### src/rtl/fetch_unit_pkg.sv
`default_nettype none
// ============================================================================
// Module  : fetch_unit_pkg
// Brief   : Shared state encoding and constants for the instruction fetch unit.
// Revision: 1.0
// ============================================================================
package fetch_unit_pkg;

    typedef enum logic [1:0] {
        ST_FETCH = 2'd0,
        ST_HOLD  = 2'd1,
        ST_KILL  = 2'd2
    } fetch_state_e;

    localparam logic [31:0] c_nop    = 32'h0000_0000;
    localparam logic [31:0] c_pc_inc = 32'd4;

    function automatic logic [31:0] align_word(input logic [31:0] addr);
        return {addr[31:2], 2'b00};
    endfunction

endpackage
`default_nettype wire

### src/rtl/fetch_unit.sv
`default_nettype none
// ============================================================================
// Module  : fetch_unit
// Brief   : Single-outstanding instruction fetch with skid buffer and redirect.
// Revision: 1.0
// ============================================================================
module fetch_unit
    import fetch_unit_pkg::*;
#(
    parameter logic [31:0] RESET_PC = 32'h0000_0000
) (
    input  logic        clk_i,
    input  logic        rst_i,
    input  logic        stall_i,
    input  logic        redirect_i,
    input  logic [31:0] redirect_pc_i,
    output logic        imem_req_o,
    output logic [31:0] imem_addr_o,
    input  logic        imem_ready_i,
    input  logic [31:0] imem_rdata_i,
    output logic        valid_o,
    output logic [31:0] instr_o,
    output logic [31:0] pc_o
);

    fetch_state_e state_q, state_d;
    logic [31:0]  pc_q, pc_d;
    logic [31:0]  tgt_q, tgt_d;
    logic [31:0]  buf_q, buf_d;

    logic         w_req;
    logic         w_valid;
    logic [31:0]  w_instr;
    logic [31:0]  w_redir_tgt;

    assign w_redir_tgt = align_word(redirect_pc_i);

    always_comb begin
        state_d = state_q;
        pc_d    = pc_q;
        tgt_d   = tgt_q;
        buf_d   = buf_q;
        w_req   = 1'b0;
        w_valid = 1'b0;
        w_instr = c_nop;

        case (state_q)
            ST_FETCH: begin
                w_req = 1'b1;
                if (redirect_i) begin
                    // A response landing with the redirect is stale; drop it.
                    if (imem_ready_i) begin
                        pc_d = w_redir_tgt;
                    end else begin
                        tgt_d   = w_redir_tgt;
                        state_d = ST_KILL;
                    end
                end else if (imem_ready_i) begin
                    w_valid = 1'b1;
                    w_instr = imem_rdata_i;
                    if (stall_i) begin
                        buf_d   = imem_rdata_i;
                        state_d = ST_HOLD;
                    end else begin
                        pc_d = pc_q + c_pc_inc;
                    end
                end
            end

            ST_HOLD: begin
                if (redirect_i) begin
                    pc_d    = w_redir_tgt;
                    state_d = ST_FETCH;
                end else begin
                    w_valid = 1'b1;
                    w_instr = buf_q;
                    if (!stall_i) begin
                        pc_d    = pc_q + c_pc_inc;
                        state_d = ST_FETCH;
                    end
                end
            end

            ST_KILL: begin
                // The orphaned request must finish at its original address.
                w_req = 1'b1;
                if (redirect_i) begin
                    tgt_d = w_redir_tgt;
                end
                if (imem_ready_i) begin
                    pc_d    = redirect_i ? w_redir_tgt : tgt_q;
                    state_d = ST_FETCH;
                end
            end

            default: begin
                state_d = ST_FETCH;
            end
        endcase
    end

    always_ff @(posedge clk_i or posedge rst_i) begin
        if (rst_i) begin
            state_q <= ST_FETCH;
            pc_q    <= RESET_PC;
            tgt_q   <= 32'h0;
            buf_q   <= 32'h0;
        end else begin
            state_q <= state_d;
            pc_q    <= pc_d;
            tgt_q   <= tgt_d;
            buf_q   <= buf_d;
        end
    end

    // Reset gates the handshake outputs immediately, without waiting for a clock edge.
    assign imem_req_o  = w_req & ~rst_i;
    assign valid_o     = w_valid & ~rst_i;
    assign instr_o     = valid_o ? w_instr : c_nop;
    assign imem_addr_o = pc_q;
    assign pc_o        = pc_q;

endmodule
`default_nettype wire
### config.mk
export PLATFORM = sky130hd
export DESIGN_NAME = fetch_unit
export DESIGN_NICKNAME = d
export VERILOG_FILES = /design/src/rtl/fetch_unit_pkg.sv /design/src/rtl/fetch_unit.sv
export SDC_FILE = /design/constraint.sdc
export NUM_CORES = 1
export LEC_CHECK = 0
export ABC_AREA = 0
export ABC_CLOCK_PERIOD_IN_PS = 8300
export BUFFER_PORTS_ARGS = -buffer_cell sky130_fd_sc_hd__buf_4
export CAP_MARGIN = 10
export CORE_ASPECT_RATIO = 2
export CORE_MARGIN = 1
export CORE_UTILIZATION = 40
export CTS_BUF_LIST = sky130_fd_sc_hd__clkbuf_16
export DETAILED_ROUTE_END_ITERATION = 6
export PLACE_DENSITY_LB_ADDON = 0.1
export REMOVE_ABC_BUFFERS = 1
export SLEW_MARGIN = 20
export SYNTH_ARGS = -nofsm -noshare
export SYNTH_HDL_FRONTEND = slang
export SYNTH_SLANG_ARGS = --single-unit
### constraint.sdc
create_clock -name clk_i -period 8.3 [get_ports clk_i]
set_clock_uncertainty 0.15 [all_clocks]
set_input_delay 0.83 -clock clk_i [delete_from_list [all_inputs] [get_ports clk_i]]
set_output_delay 0.83 -clock clk_i [all_outputs]
set_load 0.05 [all_outputs]
### Word-level counts from Yosys, hierarchy flattened

Index checks and enable logic that the tools add are counted.

| storage, ports and cells | value |
|---|---|
| register bits | 98 |
| input port bits | 69 |
| output and inout port bits | 98 |

| operators by class | value |
|---|---|
| add/subtract/negate cells | 1 |
| equality and inequality tests | 10 |
| multiplexer cells | 29 |
| bitwise gates (word level) | 4 |
| reductions and logical operators | 8 |

Operators with widths:

| kind | number |
|---|---|
| $mux W32 | 13 |
| $pmux W32 S2 | 2 |
| $pmux W32 S3 | 1 |
| $add A32 B3 Y32 const B | 1 |
| $mux W2 | 7 |
| $ne A3 B3 Y1 const B | 4 |
| $ne A2 B2 Y1 const B | 4 |
| $pmux W2 S3 | 1 |
| $reduce_and A3 Y1 | 2 |
| $reduce_and A5 Y1 | 1 |
| $mux W1 | 4 |
| $reduce_and A4 Y1 | 1 |
| $reduce_bool A3 Y1 | 1 |
| $and A1 B1 Y1 | 2 |
| $eq A2 B1 Y1 const B | 1 |
| $eq A2 B2 Y1 const B | 1 |
| $logic_not A2 Y1 | 1 |
| $not A1 Y1 | 2 |
| $pmux W1 S2 | 1 |
| $reduce_bool A2 Y1 | 1 |
| $reduce_or A2 Y1 | 1 |

### Longest topological paths before layout

| logic depth | value |
|---|---|
| depth after elaboration | 5 |
| gate-level depth with buffers | 8 |
| mapped depth without buffers | 6 |

### Least setup slack after synthesis

Ideal clock, no wire load.

| timing path | value |
|---|---|
| path kind | input -> output |
| start | input redirect_i |
| end | output instr_o[10] |
| arrival | 2.534 ns |
| required time | 7.320 ns |
| setup slack | 4.786 ns |
| stages on the path | 5 |
| buffers on the path | 3 |
| cells stage by stage | clkbuf_1 > or4_1 > clkbuf_1 > clkbuf_1 > nor2_1 |

| between the ends | value |
|---|---|
| cells in the longest elaborated chain, start to end | 4 |

Ends and longest elaborated chain:

| element | line | text |
|---|---|---|
| start: declaration | fetch_unit.sv:15 | `input logic redirect_i,` |
| $mux W1 (on tied branches) | fetch_unit.sv:71, fetch_unit.sv:50 |  |
| $pmux W1 S2 | fetch_unit.sv:47 | `case (state_q)` |
| $and A1 B1 Y1 | fetch_unit.sv:118 | `assign valid_o = w_valid & ~rst_i;` |
| $mux W32 * | fetch_unit.sv:119 | `assign instr_o = valid_o ? w_instr : c_nop;` |
| end: declaration | fetch_unit.sv:22 | `output logic [31:0] instr_o,` |

Every way passes the cells marked *; elsewhere a longest branch is shown, timed or not.

### Final worst setup path

| timing path | value |
|---|---|
| start | input redirect_i |
| end | output instr_o[27] |

Same word-level chain as after synthesis.

==> key figures <==
Synthesis
  – Synth Register Bits: 98
  – Adder-cell area share of the yosys netlist: 0.2241%
  – Warnings, synthesis: 0
  – EDFF count, synth: 0
  – Yosys cell types: 59
  – Sequential element share of the synthesized area: 43.93%
  – Top cells by area, synth: dfrtp_1 (44%), mux2_2 (12%), buf_4 (4.6%)
  – Post-synthesis area per instance: 9.692 sq um
  – Largest area contributor in the netlist: dfrtp_1
  – Mapped Cells: 576
  – Mux cell area share after synthesis: 13.04%
  – Ys flop type: dfrtp_1
  – Mapped cell area: 5583 sq um
  – Synth Area in XOR/XNOR: 0.9413%
  – Synth top area share: 43.93%
  – Combinational family with the most area after synthesis: compound AO/OA/AOI/OAI gates
  – Fraction of registers with async set/reset: 100.0%
  – Synth Area in Compound Gates: 17.37%
  – Post-Synth Simple-Gate Area: 16.54%

Critical path
  – Worst setup path class: in -> out
  – Reg-to-reg slack, setup: 5.10 ns
  – Setup crit start kind: primary input
  – Critical Path Max Stage Delay: 1.09 ns
  – Critical-path maximum fanout: 66
  – CP top delay family: simple AND/OR/NAND/NOR gates
  – Crit path cell chain: buf_4, or4_2, nor2_1, buf_4
  – WP data arrival: 2.70 ns
  – Worst Setup End Kind: primary output
  – Crit-path slowest cell: or4_2
  – CP required: 7.32 ns
  – Most used cell, CP: buf_4
  – CP Buf/Inv Count: 2

Finish
  – Fin nets: 756
  – Layout cells sized above 1: 37.30%
  – Area grow syn2layout: 24.25%
  – Finished Core Util: 51.33%
  – N_diodes: 0

Placed design
  – GPL Wtd Cong: 0.7635
  – Pre-CTS WS: 4.308 ns
  – Port Buffer Count: 164
  – Post-detail-place hpwl: 10560 um

Global route
  – Largest net degree at the start of global routing: 67
  – First-pass GRT wire length: 23980 um
  – Vias in the first global route: 4813
  – Total track usage: 21.04%
  – Total global routing overflow: 0
  – Initial antenna violation count: 0

Outcome
  – Status: completed

Clock tree
  – # H-tree levels: 3
  – Total CTS buffers: 9
  – Clock latency on the worst-skew pair: 0.35 ns
  – Hold_buf cts: 0
  – Max Buffers Root-to-Sink: 2
  – Post-CTS Setup Inserts: 0
  – Post-cts sizing count: 0
  – Clk sink count: 98
  – Clock transition at the registers of the reported paths: 0.07 ns
  – Root buffer cell: clkbuf_16
  – CTS tree: done

Die
  – Site Rows: 60
  – DIE WIDTH: 85.54 um
  – Core Footprint: 13510 sq um
  – Initial Util: 41.31%
  – Die height: 169.1 um
  – Die area: 14460 sq um
  – I/O pin cnt: 167

Power
  – Peak VDD IR: 0.0001224 V
  – Total power: 1.617 mW
  – Power per cell area: 233.1 nW/um^2
  – Leak: 3.045 nW

STA
  – Period utilisation layout: 44.35%
  – Slew Limit Fails: 0
  – Setup WS post-layout: 4.619 ns
  – Final min period: 3.681 ns
  – Max-slew headroom: 30.90%
  – Final count of hold timing violations: 0
  – Worst Tran Pin Value: 1.037 ns
  – Final setup vio count: 0
  – RSZ-0062 raised after global routing: no
  – F_max: 271.7 MHz
  – Sum Neg Setup Slack: 0 ns

Worst hold path
  – Hold WC Path Type: reg -> reg

Job
  – Max-cap violation count: 0

Drt
  – Vias per cell: 5.720
  – Drt first pass iters: 4
  – Vias after detailed routing: 4828
  – Routed WL: 14990 um
  – DRC: 0
  – Final ANT Viol Nets: 0
  – Number of DRC markers in iteration 0: 244
  – Routed len/inst: 17.76 um
## synth_stat cells, drive strengths merged, types with 2 or more instances
master	number
nor2b	5
a41oi	3
and4	4
a221oi	7
nand2b	3
mux2i	3
mux2	62
o2bb2ai	2
a22oi	32
a31o	2
and3b	2
nand2	47
nor2	62
a21oi	22
and2	7
or4	2
nand3b	2
dfrtp	98
xor2	4
a211oi	8
o21ai	43
o211ai	2
a31oi	8
nor4	6
and3	5
nand4	9
a221o	4
buf	46
xnor2	2
or3	2
nand3	12
o22ai	2
inv	9
clkbuf	26
nor3	10
## where the power goes
group | switching, mW | internal (mW) | leakage (nW)
Combinational | 0.369 | 0.203 | 1.75
Sequential | 0.0942 | 0.572 | 1.18
Clock | 0.180 | 0.199 | 0.113
Total | 0.643 | 0.974 | 3.05
## cells by family after synthesis
family | after synthesis
fa+ha+maj | 1
buf+inv | 81
simple gates | 180
flops | 98
mux | 65
xor+xnor | 6
compound gates | 145
## path summary, 6_finish.rpt
check / to / cells after the start / from
max: instr_o[27] / 4 / redirect_i
min: tgt_q[18]$_DFFE_PP0P_ / 1 / tgt_q[18]$_DFFE_PP0P_
max reg2reg: imem_addr_o[12]$_DFFE_PP0P_ / 4 / state_q[0]$_DFFE_PP0P_
min reg2reg: tgt_q[18]$_DFFE_PP0P_ / 1 / tgt_q[18]$_DFFE_PP0P_
max in group asynchronous: imem_addr_o[27]$_DFFE_PP0P_ / 3 / rst_i
min in group asynchronous: imem_addr_o[9]$_DFFE_PP0P_ / 2 / rst_i
## layout make-up
type	instances	area [sq um]
clock buffer	9	225.2
timing repair buffer	171	1284
tap	155	193.9
multi-input combinational	397	2711
clock inverter	5	33.78
sequential	98	2452
fill	1305	6576
inverter	9	36.28
## worst register-to-register path: cells and delay by family, from the launching register on
kind,cells,cell delay (ns)
DFF,1,0.65
and+or+nand+nor,2,1.61
AOI/OAI and AO/OA,2,0.74
## stage by stage
step	instance area, sq um	cells	hold WS [ns]
2_1_floorplan	5172	504	0.3080
3_3_place_gp	6675	830	0.3185
3_5_place_dp	6675	830	0.3351
4_1_cts	6934	844	0.3511
5_1_grt	6937	844	0.3652
6_report	6937	844	0.3486
## state kept, by name, summed over array words and instances, names as in the netlist
name         count
imem_addr_o     32
buf_q           32
tgt_q           32
state_q          2
## placed cells by master, fill, tap and decap left out, types with 6 or more instances in the layout
cell type	synthesis	layout
and2_1	7	6
nor2_1	62	62
dfrtp_1	98	98
a31oi_1	8	8
nor3_1	10	10
a21oi_1	22	22
inv_1	9	8
a221oi_1	7	6
a211oi_1	7	7
mux2_2	58	58
nand4_1	7	7
buf_4	34	171
o21ai_0	40	40
a22oi_1	32	32
clkbuf_16	0	9
nand2_1	47	47
nand3_1	10	10
## metal layers
metal / GRT usage (%) / routed length (um) / vias to the layer above
met5: 0 / 0 / -
met4: 8.551 / 333 / 0
met3: 2.828 / 613 / 19
met2: 39.41 / 8303 / 145
met1: 23.43 / 5738 / 2395
li1: - / - / 2269
(Power assumes the default switching activity.)
